## src/rtl/menlo_presettable_counter_if.sv

```systemverilog
// Control/status bundle for one menlo_presettable_counter stage.
// master drives the controls; slave is the counter itself.
interface menlo_presettable_counter_if #(
  parameter int unsigned WIDTH = 4
);
  logic             SR_N;
  logic             SPE_N;
  logic             PE;
  logic             TE;
  logic             UD;
  logic [WIDTH-1:0] P;
  logic             OVF_CLR;
  logic [WIDTH-1:0] Q;
  logic             TC;
  logic             OVF;

  modport master (
    output SR_N, SPE_N, PE, TE, UD, P, OVF_CLR,
    input  Q, TC, OVF
  );

  modport slave (
    input  SR_N, SPE_N, PE, TE, UD, P, OVF_CLR,
    output Q, TC, OVF
  );
endinterface

```

## src/rtl/menlo_presettable_counter.sv

```systemverilog
// Parametrised 74xx163-style presettable counter: programmable modulus, up/down,
// wrap or saturate, sticky overflow, and a combinational TC for ripple cascading.
module menlo_presettable_counter #(
  parameter int unsigned WIDTH    = 4,
  parameter int unsigned MODULUS  = 16,
  parameter bit          SATURATE = 1'b0
) (
  input logic                        CP,
  input logic                        MR,
  menlo_presettable_counter_if.slave bus
);

  if (WIDTH < 1 || MODULUS < 2 || 64'(MODULUS) > (64'(1) << WIDTH)) begin : g_bad_params
    $error("menlo_presettable_counter: illegal WIDTH/MODULUS combination");
  end

  localparam logic [WIDTH-1:0] TopVal = WIDTH'(MODULUS - 1);

  logic [WIDTH-1:0] q_q, q_d;
  logic             ovf_q, ovf_d;
  logic             at_top, at_zero, tc, count_en;

  // ">=" so that an out-of-range preload still reports terminal count when counting up.
  assign at_top   = (q_q >= TopVal);
  assign at_zero  = (q_q == '0);
  assign tc       = bus.TE & (bus.UD ? at_top : at_zero);
  assign count_en = bus.SR_N & bus.SPE_N & bus.PE & bus.TE;

  always_comb begin
    q_d = q_q;
    if (!bus.SR_N) begin
      q_d = '0;
    end else if (!bus.SPE_N) begin
      q_d = bus.P;
    end else if (bus.PE && bus.TE) begin
      if (bus.UD) begin
        if (at_top) begin
          q_d = SATURATE ? q_q : '0;
        end else begin
          q_d = q_q + WIDTH'(1);
        end
      end else begin
        if (q_q > TopVal) begin
          q_d = TopVal;
        end else if (at_zero) begin
          q_d = SATURATE ? q_q : TopVal;
        end else begin
          q_d = q_q - WIDTH'(1);
        end
      end
    end
  end

  // A same-cycle set beats OVF_CLR.
  assign ovf_d = (count_en & tc) | (ovf_q & ~bus.OVF_CLR);

  always_ff @(posedge CP or posedge MR) begin
    if (MR) begin
      q_q   <= '0;
      ovf_q <= 1'b0;
    end else begin
      q_q   <= q_d;
      ovf_q <= ovf_d;
    end
  end

  assign bus.Q   = q_q;
  assign bus.TC  = tc;
  assign bus.OVF = ovf_q;

endmodule
```

## src/flat_wrapper.sv

```systemverilog
// flat-port wrapper written by rule: the top's interface ports become plain ports
module menlo_presettable_counter_flat 
#(
  parameter int unsigned WIDTH    = 4,
  parameter int unsigned MODULUS  = 16,
  parameter bit          SATURATE = 1'b0
)
  (CP, MR, bus_SR_N, bus_SPE_N, bus_PE, bus_TE, bus_UD, bus_P, bus_OVF_CLR, bus_Q, bus_TC, bus_OVF);
  menlo_presettable_counter_if #(.WIDTH(WIDTH)) bus_i ();
  input logic CP;
  input logic MR;
  input wire logic [$bits(bus_i.SR_N)-1:0] bus_SR_N;
  input wire logic [$bits(bus_i.SPE_N)-1:0] bus_SPE_N;
  input wire logic [$bits(bus_i.PE)-1:0] bus_PE;
  input wire logic [$bits(bus_i.TE)-1:0] bus_TE;
  input wire logic [$bits(bus_i.UD)-1:0] bus_UD;
  input wire logic [$bits(bus_i.P)-1:0] bus_P;
  input wire logic [$bits(bus_i.OVF_CLR)-1:0] bus_OVF_CLR;
  output wire logic [$bits(bus_i.Q)-1:0] bus_Q;
  output wire logic [$bits(bus_i.TC)-1:0] bus_TC;
  output wire logic [$bits(bus_i.OVF)-1:0] bus_OVF;
  assign bus_i.SR_N = bus_SR_N;
  assign bus_i.SPE_N = bus_SPE_N;
  assign bus_i.PE = bus_PE;
  assign bus_i.TE = bus_TE;
  assign bus_i.UD = bus_UD;
  assign bus_i.P = bus_P;
  assign bus_i.OVF_CLR = bus_OVF_CLR;
  assign bus_Q = bus_i.Q;
  assign bus_TC = bus_i.TC;
  assign bus_OVF = bus_i.OVF;
  menlo_presettable_counter #(.WIDTH(WIDTH), .MODULUS(MODULUS), .SATURATE(SATURATE)) u_core (.CP(CP), .MR(MR), .bus(bus_i));
endmodule
```

## config.mk

```make
export PLATFORM = sky130hd
export DESIGN_NAME = menlo_presettable_counter_flat
export DESIGN_NICKNAME = d
export VERILOG_FILES = /design/src/rtl/menlo_presettable_counter_if.sv /design/src/rtl/menlo_presettable_counter.sv /design/src/flat_wrapper.sv
export SDC_FILE = /design/constraint.sdc
export NUM_CORES = 1
export LEC_CHECK = 0
export CORE_AREA = 2 2 39 41
export CTS_CLUSTER_SIZE = 8
export DETAILED_ROUTE_END_ITERATION = 8
export DIE_AREA = 0 0 41 43
export PLACE_DENSITY = 0.64
export SLEW_MARGIN = 0
export SYNTH_ARGS = -nofsm -noshare
export SYNTH_HDL_FRONTEND = slang
export SYNTH_SLANG_ARGS = --single-unit
```

## constraint.sdc

```tcl
create_clock -name CP -period 2.3 [get_ports CP]
set_input_delay 0.23 -clock CP [delete_from_list [all_inputs] [get_ports CP]]
set_output_delay 0.23 -clock CP [all_outputs]
set_load 0.005 [all_outputs]
```

==> results of run 1 <==
==> path summary, 6_finish.rpt <==
check / endpoint / startpoint / cells past startpoint / slack (ps)
min reg2reg: u_core.bus.OVF$_DFF_PP0_ / u_core.bus.OVF$_DFF_PP0_ / 1 / 500
min in group CP: u_core.bus.OVF$_DFF_PP0_ / u_core.bus.OVF$_DFF_PP0_ / 1 / 500
max: bus_TC / u_core.bus.Q[1]$_DFFE_PP0P_ / 6 / 120
max reg2reg: u_core.bus.OVF$_DFF_PP0_ / u_core.bus.Q[1]$_DFFE_PP0P_ / 6 / 730
min: u_core.bus.OVF$_DFF_PP0_ / MR / 2 / 180
max in group asynchronous: u_core.bus.Q[0]$_DFFE_PP0P_ / MR / 2 / 1940
==> where the power goes <==
group	leakage [µW]	switching [µW]	internal [µW]	total [µW]
Combinational	0.000211	34.9	53.5	88.4
Sequential	0.0000647	10.6	94.2	105
Clock	0.0000150	33.7	65.4	99.1
Total	0.000290	79.2	213	292
==> final cells by class <==
type | instances | area [µm²]
Multi-Input combinational cell | 37 | 284
Timing Repair Buffer | 17 | 170
Tap cell | 16 | 20.0
Sequential cell | 5 | 126
Fill cell | 156 | 734
Clock buffer | 4 | 26.3
Inverter | 6 | 22.5
==> metrics by stage <==
| step | area [µm²] | worst slack, ps | total power, µW | utilization, % | hold slack (ps) |
|---|---|---|---|---|---|
| after floorplan | 450 | 789 | 154 | - | 8.52 |
| after global placement | 622 | 304 | 195 | 44.9 | 443 |
| after detailed placement | 622 | 270 | 195 | 44.9 | 442 |
| after CTS | 648 | 56.0 | 298 | 46.8 | 184 |
| after global routing | 649 | 32.8 | 314 | 46.9 | 209 |
| final | 649 | 115 | 292 | 46.9 | 183 |
==> critical path, cell delays in order (launching register included) <==
cell	delay (ps)
dfrtp_1	460
inv_1	100
ha_1	200
nor2b_2	170
a2bb2o_4	220
and2_4	150
clkdlybuf4s50_1	430
==> what timing repair did <==
action                                  in CTS  in global routing
endpoints found under the setup margin       0                  1
resized for setup                            0                  1
setup buffers                                0                  0
endpoints found under the hold margin        0                  0
==> per-layer routing <==
metal / vias to the layer above / track usage (%) / share of wire [%]
met1: 199 / 15.3 / 47
met3: 2 / 1.57 / 4.7
met4: 0 / 6.00 / 1.8
met2: 11 / 18.4 / 47
met5: - / 0 / 0
li1: 219 / - / -
==> flip-flops by register name, summed over array words and instances, names as in the netlist <==
name and cells:
u_core.bus.Q 4, u_core.bus.OVF 1
==> cells in the mapped netlist (all sizes together) <==
| cell | number |
|---|---|
| inv | 6 |
| nand2 | 6 |
| dfrtp | 5 |
| ha | 3 |
| o21ai | 3 |
| a21oi | 2 |
| buf | 2 |
| nor2 | 2 |
| o211a | 2 |
| o21bai | 2 |
| a211o | 1 |
| a22o | 1 |
| a2bb2o | 1 |
| a31o | 1 |
| a31oi | 1 |
| and2 | 1 |
| and3 | 1 |
| and4 | 1 |
| mux2i | 1 |
| nand3 | 1 |
| nor2b | 1 |
| nor4b | 1 |
| o211ai | 1 |
| o221ai | 1 |
| o311ai | 1 |
| xnor2 | 1 |
| xor2 | 1 |
==> logic make-up after synthesis <==
family,synth area share (%)
AO/OA/AOI/OAI,30.6
AND/OR/NAND/NOR,18.1
buffers and inverters,9.17
flip-flops,27.8
adder cells (fa/ha/maj),8.33
XOR/XNOR,3.89
multiplexers,2.22
==> qor.csv, run 1 <==
metric,value,unit
crit_fanout,8,
syn_avg_cell_area,9.01,µm²
power_density,450,nW/µm²
via_per_inst,5.07,
grt_util_all_layers,11.9,%
ys_seq_area_share,27.8,%
dp.cells,81,
period_share,95.0,%
path_clk_slew,40,ps
hold_buffers,0,
ys_warn_count,0,
cts_sinks,5,
insertion_delay,240,ps
cts_buffers,3,
status,"complete, no violations",
fmax,0.458,GHz
tightestPinTransition,361,ps
nets,85,
routed_wl,940,µm
fp.dieW,41,µm
core,1380,µm²
antenna_found_initial,0,
p_leak,0.000290,µW
start_kind,flop,
cts_max_path_buffers,2,
clock_skew,0.779,ps
gr-total-overflow,0,
critPathCaptureType,output port,
relSlewSlack,75.9,%
drtPass1Iterations,4,
dr.first_iter.drc_count,8,
drive_gt1_share,13.0,%
grt_max_degree,12,
rsz0062_at_grt,false,
cp.required,2070,ps
synth_top_cell_by_area,dfrtp_1,
top_level_ports,18,
die_area,1760,µm²
final_cell_mix,"clkdlybuf4s50_1 (17), inv_1 (6), nand2_1 (4), dfrtp_1 (4)",
start_util,32.5,%
syn_nets,65,
layout.cells.non_filler,85,
syn_to_final_growth,44.2,%
final_common_cell,clkdlybuf4s50_1,
synth_top_cell_area_share,27.8,%
wire_per_inst,11.1,µm
grt_pass1_vias,359,
worstPathArrival,1950,ps
antenna_cells,0,
fin_tns_setup,0,ps
drv_slew,0,
die_y,43,µm
max-cap-violations,0,
vias,431,
drc,0,
vdd_drop_max,0.288,mV
syn-cell-area,450,µm²
grt_first_pass_wirelength,1.44,mm
critical_path_class,flop to output port,
ys_ff_latch,5,
num_rows,14,
synth.distinct_cells,29,
setup_viol,0,
io_buffers,17,
period_needed,2180,ps
cts_tree,done,
cts_root_buf,clkbuf_4,
postRouteAntennaNets,0,
synth_area_leaders,"dfrtp_1 (28%), ha_1 (8.3%), inv_1 (5.0%), a2bb2o_4 (4.4%), o211a_1 (4.4%)",
cts_max_level,1,
worstHoldPathType,input port to async pin,
routabilityCongestion,0.680,
synthCells,50,
hold_viol,0,
Note: power is estimated with default switching activity, not from simulation.
==> inputs of run 2 (changes only) <==
DONT_BUFFER_PORTS = 1   (was default)
PLACE_DENSITY = 0.47   (was 0.64)
SETUP_SLACK_MARGIN = 0.2   (was default)
SLEW_MARGIN = default   (was 0)
==> qor.csv, run 2 (same netlist as run 1, synthesis figures left out) <==
metric,value,unit,change
p_int,188,µW,-12%
postRouteAntennaNets,0,,unchanged
via_per_inst,5.30,,+4.6%
dpl_cell_area,452,µm²,-27%
cts_buffers,3,,unchanged
critical_path_class,flop to output port,,
crit_chain,"inv_1, ha_1, nor2b_2, a2bb2o_4, and2_4",,
grt_util_all_layers,13.2,%,+1.4 points
multi_input_area,284,µm²,unchanged
io_buffers,0,,-17
wire_per_inst,14.2,µm,+28%
place.detailed.hpwl,738,µm,
cts_tree,done,,
start_util,32.5,%,unchanged
antenna_cells,0,,unchanged
hold_viol,0,,unchanged
dr.first_iter.drc_count,5,,-3
final_area,488,µm²,-25%
cpPeakStageDelay,460,ps,about the same
cts_resized,0,,unchanged
drtPass1Iterations,2,,-2
swShare,27.6,%,+0.50 points
relSlewSlack,80.9,%,+5.0 points
cts_setup_buffers,0,,unchanged
setup_ws,499,ps,+384 ps
tightestPinTransition,282,ps,-78.5 ps
cts_root_buf,clkbuf_4,,
die_area,1760,µm²,unchanged
critPathSlowestCell,dfrtp_1,,
crit_fanout,7,,-1
routabilityCongestion,0.722,,+6.1%
drv_slew,0,,unchanged
worstPathArrival,1570,ps,-380 ps
period_needed,1800,ps,-384 ps
grt_first_pass_wirelength,1.57,mm,+9.1%
worstHoldPathType,input port to flop,,
grt_pass1_vias,363,,+1.1%
p_leak,0.000231,µW,-20%
grt_max_degree,12,,unchanged
clock_skew,4.81,ps,+4.03 ps
nets,69,,-19%
fillers,144,,-7.7%
critPathCaptureType,output port,,
largest_register_ffs,4,,unchanged
die_y,43,µm,unchanged
drive_gt1_share,15.1,%,+2.1 points
final_common_cell,inv_1,,
syn_to_final_growth,8.33,%,
setup_viol,0,,unchanged
vdd_drop_max,0.330,mV,+15%
clock_power_share,38.8,%,+4.9 points
final_cell_mix,"inv_1 (6), dfrtp_1 (5), nand2_1 (4)",,
cts_sinks,5,,unchanged
max-cap-violations,0,,unchanged
top_level_ports,18,,unchanged
seqPwrFrac,40.9,%,+5.1 points
routed_wl,980,µm,+4.3%
seqCellArea,125,µm²,-0.99%
cts_max_path_buffers,2,,unchanged
insertion_delay,240,ps,about the same
fmax,0.555,GHz,+21%
cp.required,2070,ps,about the same
cts_max_level,1,,unchanged
fp.dieW,41,µm,unchanged
start_kind,flop,,
vias,366,,-15%
share_comb_of_total_power,20.4,%,-9.8 points
power_density,531,nW/µm²,+18%
p_sw,71.5,µW,-9.7%
antenna_found_initial,0,,unchanged
num_rows,14,,unchanged
path_clk_slew,40,ps,about the same
status,"complete, no violations",,
pre_cts_slack,684,ps,+415 ps
core,1380,µm²,unchanged
gr-total-overflow,0,,unchanged
utilization,35.3,%,-12 points
fin_tns_setup,0,ps,unchanged
period_share,78.3,%,-17 points
drc,0,,unchanged
rsz0062_at_grt,false,,
-- run 2: cell count changes in the layout (fill, tap and decap cells not counted) --
cell	before	now
clkdlybuf4s50_1	17	0
dfrtp_1	4	5
dfrtp_2	1	0
dlygate4sd3_1	0	1
-- run 2: layer usage --
layer	track usage [%]	vias to the layer above	routed length, µm
met1	17.7	163	439
met3	6.28	0	95
met2	18.1	17	445
li1	-	186	-
met5	0	-	0
met4	4.67	0	0
-- run 2: area by class of cell --
cell class	count	area share, %
clock buffer	4	5.38
multi-input combinational	37	58.2
timing repair buffer	1	2.05
tap	16	4.10
sequential	5	25.6
inverter	6	4.62
-- run 2: power by group through the flow --
stage | clock network [µW] | logic, µW | registers, µW
floorplan | 0 | 50.4 | 104
global placement | 0 | 52.3 | 107
detailed placement | 0 | 51.8 | 107
CTS | 103 | 54.0 | 106
global route | 115 | 60.6 | 107
finish | 101 | 52.8 | 106
-- run 2: metrics by stage --
step | hold slack, ps | power, µW | instances
floorplan | 8.52 | 154 | 50
global placement | 45.7 | 160 | 64
detailed placement | 34.8 | 159 | 64
CTS | 77.7 | 263 | 69
global route | 73.7 | 283 | 69
finish | 81.3 | 259 | 69
-- run 2: what timing repair did --
action,CTS,global route
endpoints found under the hold margin,5,0
endpoints found under the setup margin,0,0
hold buffers,1,0
-- run 2: worst paths after layout --
check	to	cells past startpoint	from	slack, ps
setup / recovery	bus_TC	5	u_core.bus.Q[0]$_DFFE_PP0P_	500
hold / removal	u_core.bus.Q[2]$_DFFE_PP0P_	1	bus_SPE_N	80
setup reg to reg	u_core.bus.OVF$_DFF_PP0_	6	u_core.bus.Q[0]$_DFFE_PP0P_	680
hold reg to reg	u_core.bus.OVF$_DFF_PP0_	1	u_core.bus.OVF$_DFF_PP0_	540
max in group asynchronous	u_core.bus.Q[1]$_DFFE_PP0P_	2	MR	1800
min in group asynchronous	u_core.bus.OVF$_DFF_PP0_	2	MR	330
-- run 2: worst max-delay path: cells and delay by family (launching register included) --
kind	cells	cell delay, ps
flip-flops	1	460
AO/OA/AOI/OAI	1	220
adder cells (fa/ha/maj)	1	220
buffers and inverters	1	120
AND/OR/NAND/NOR	2	320
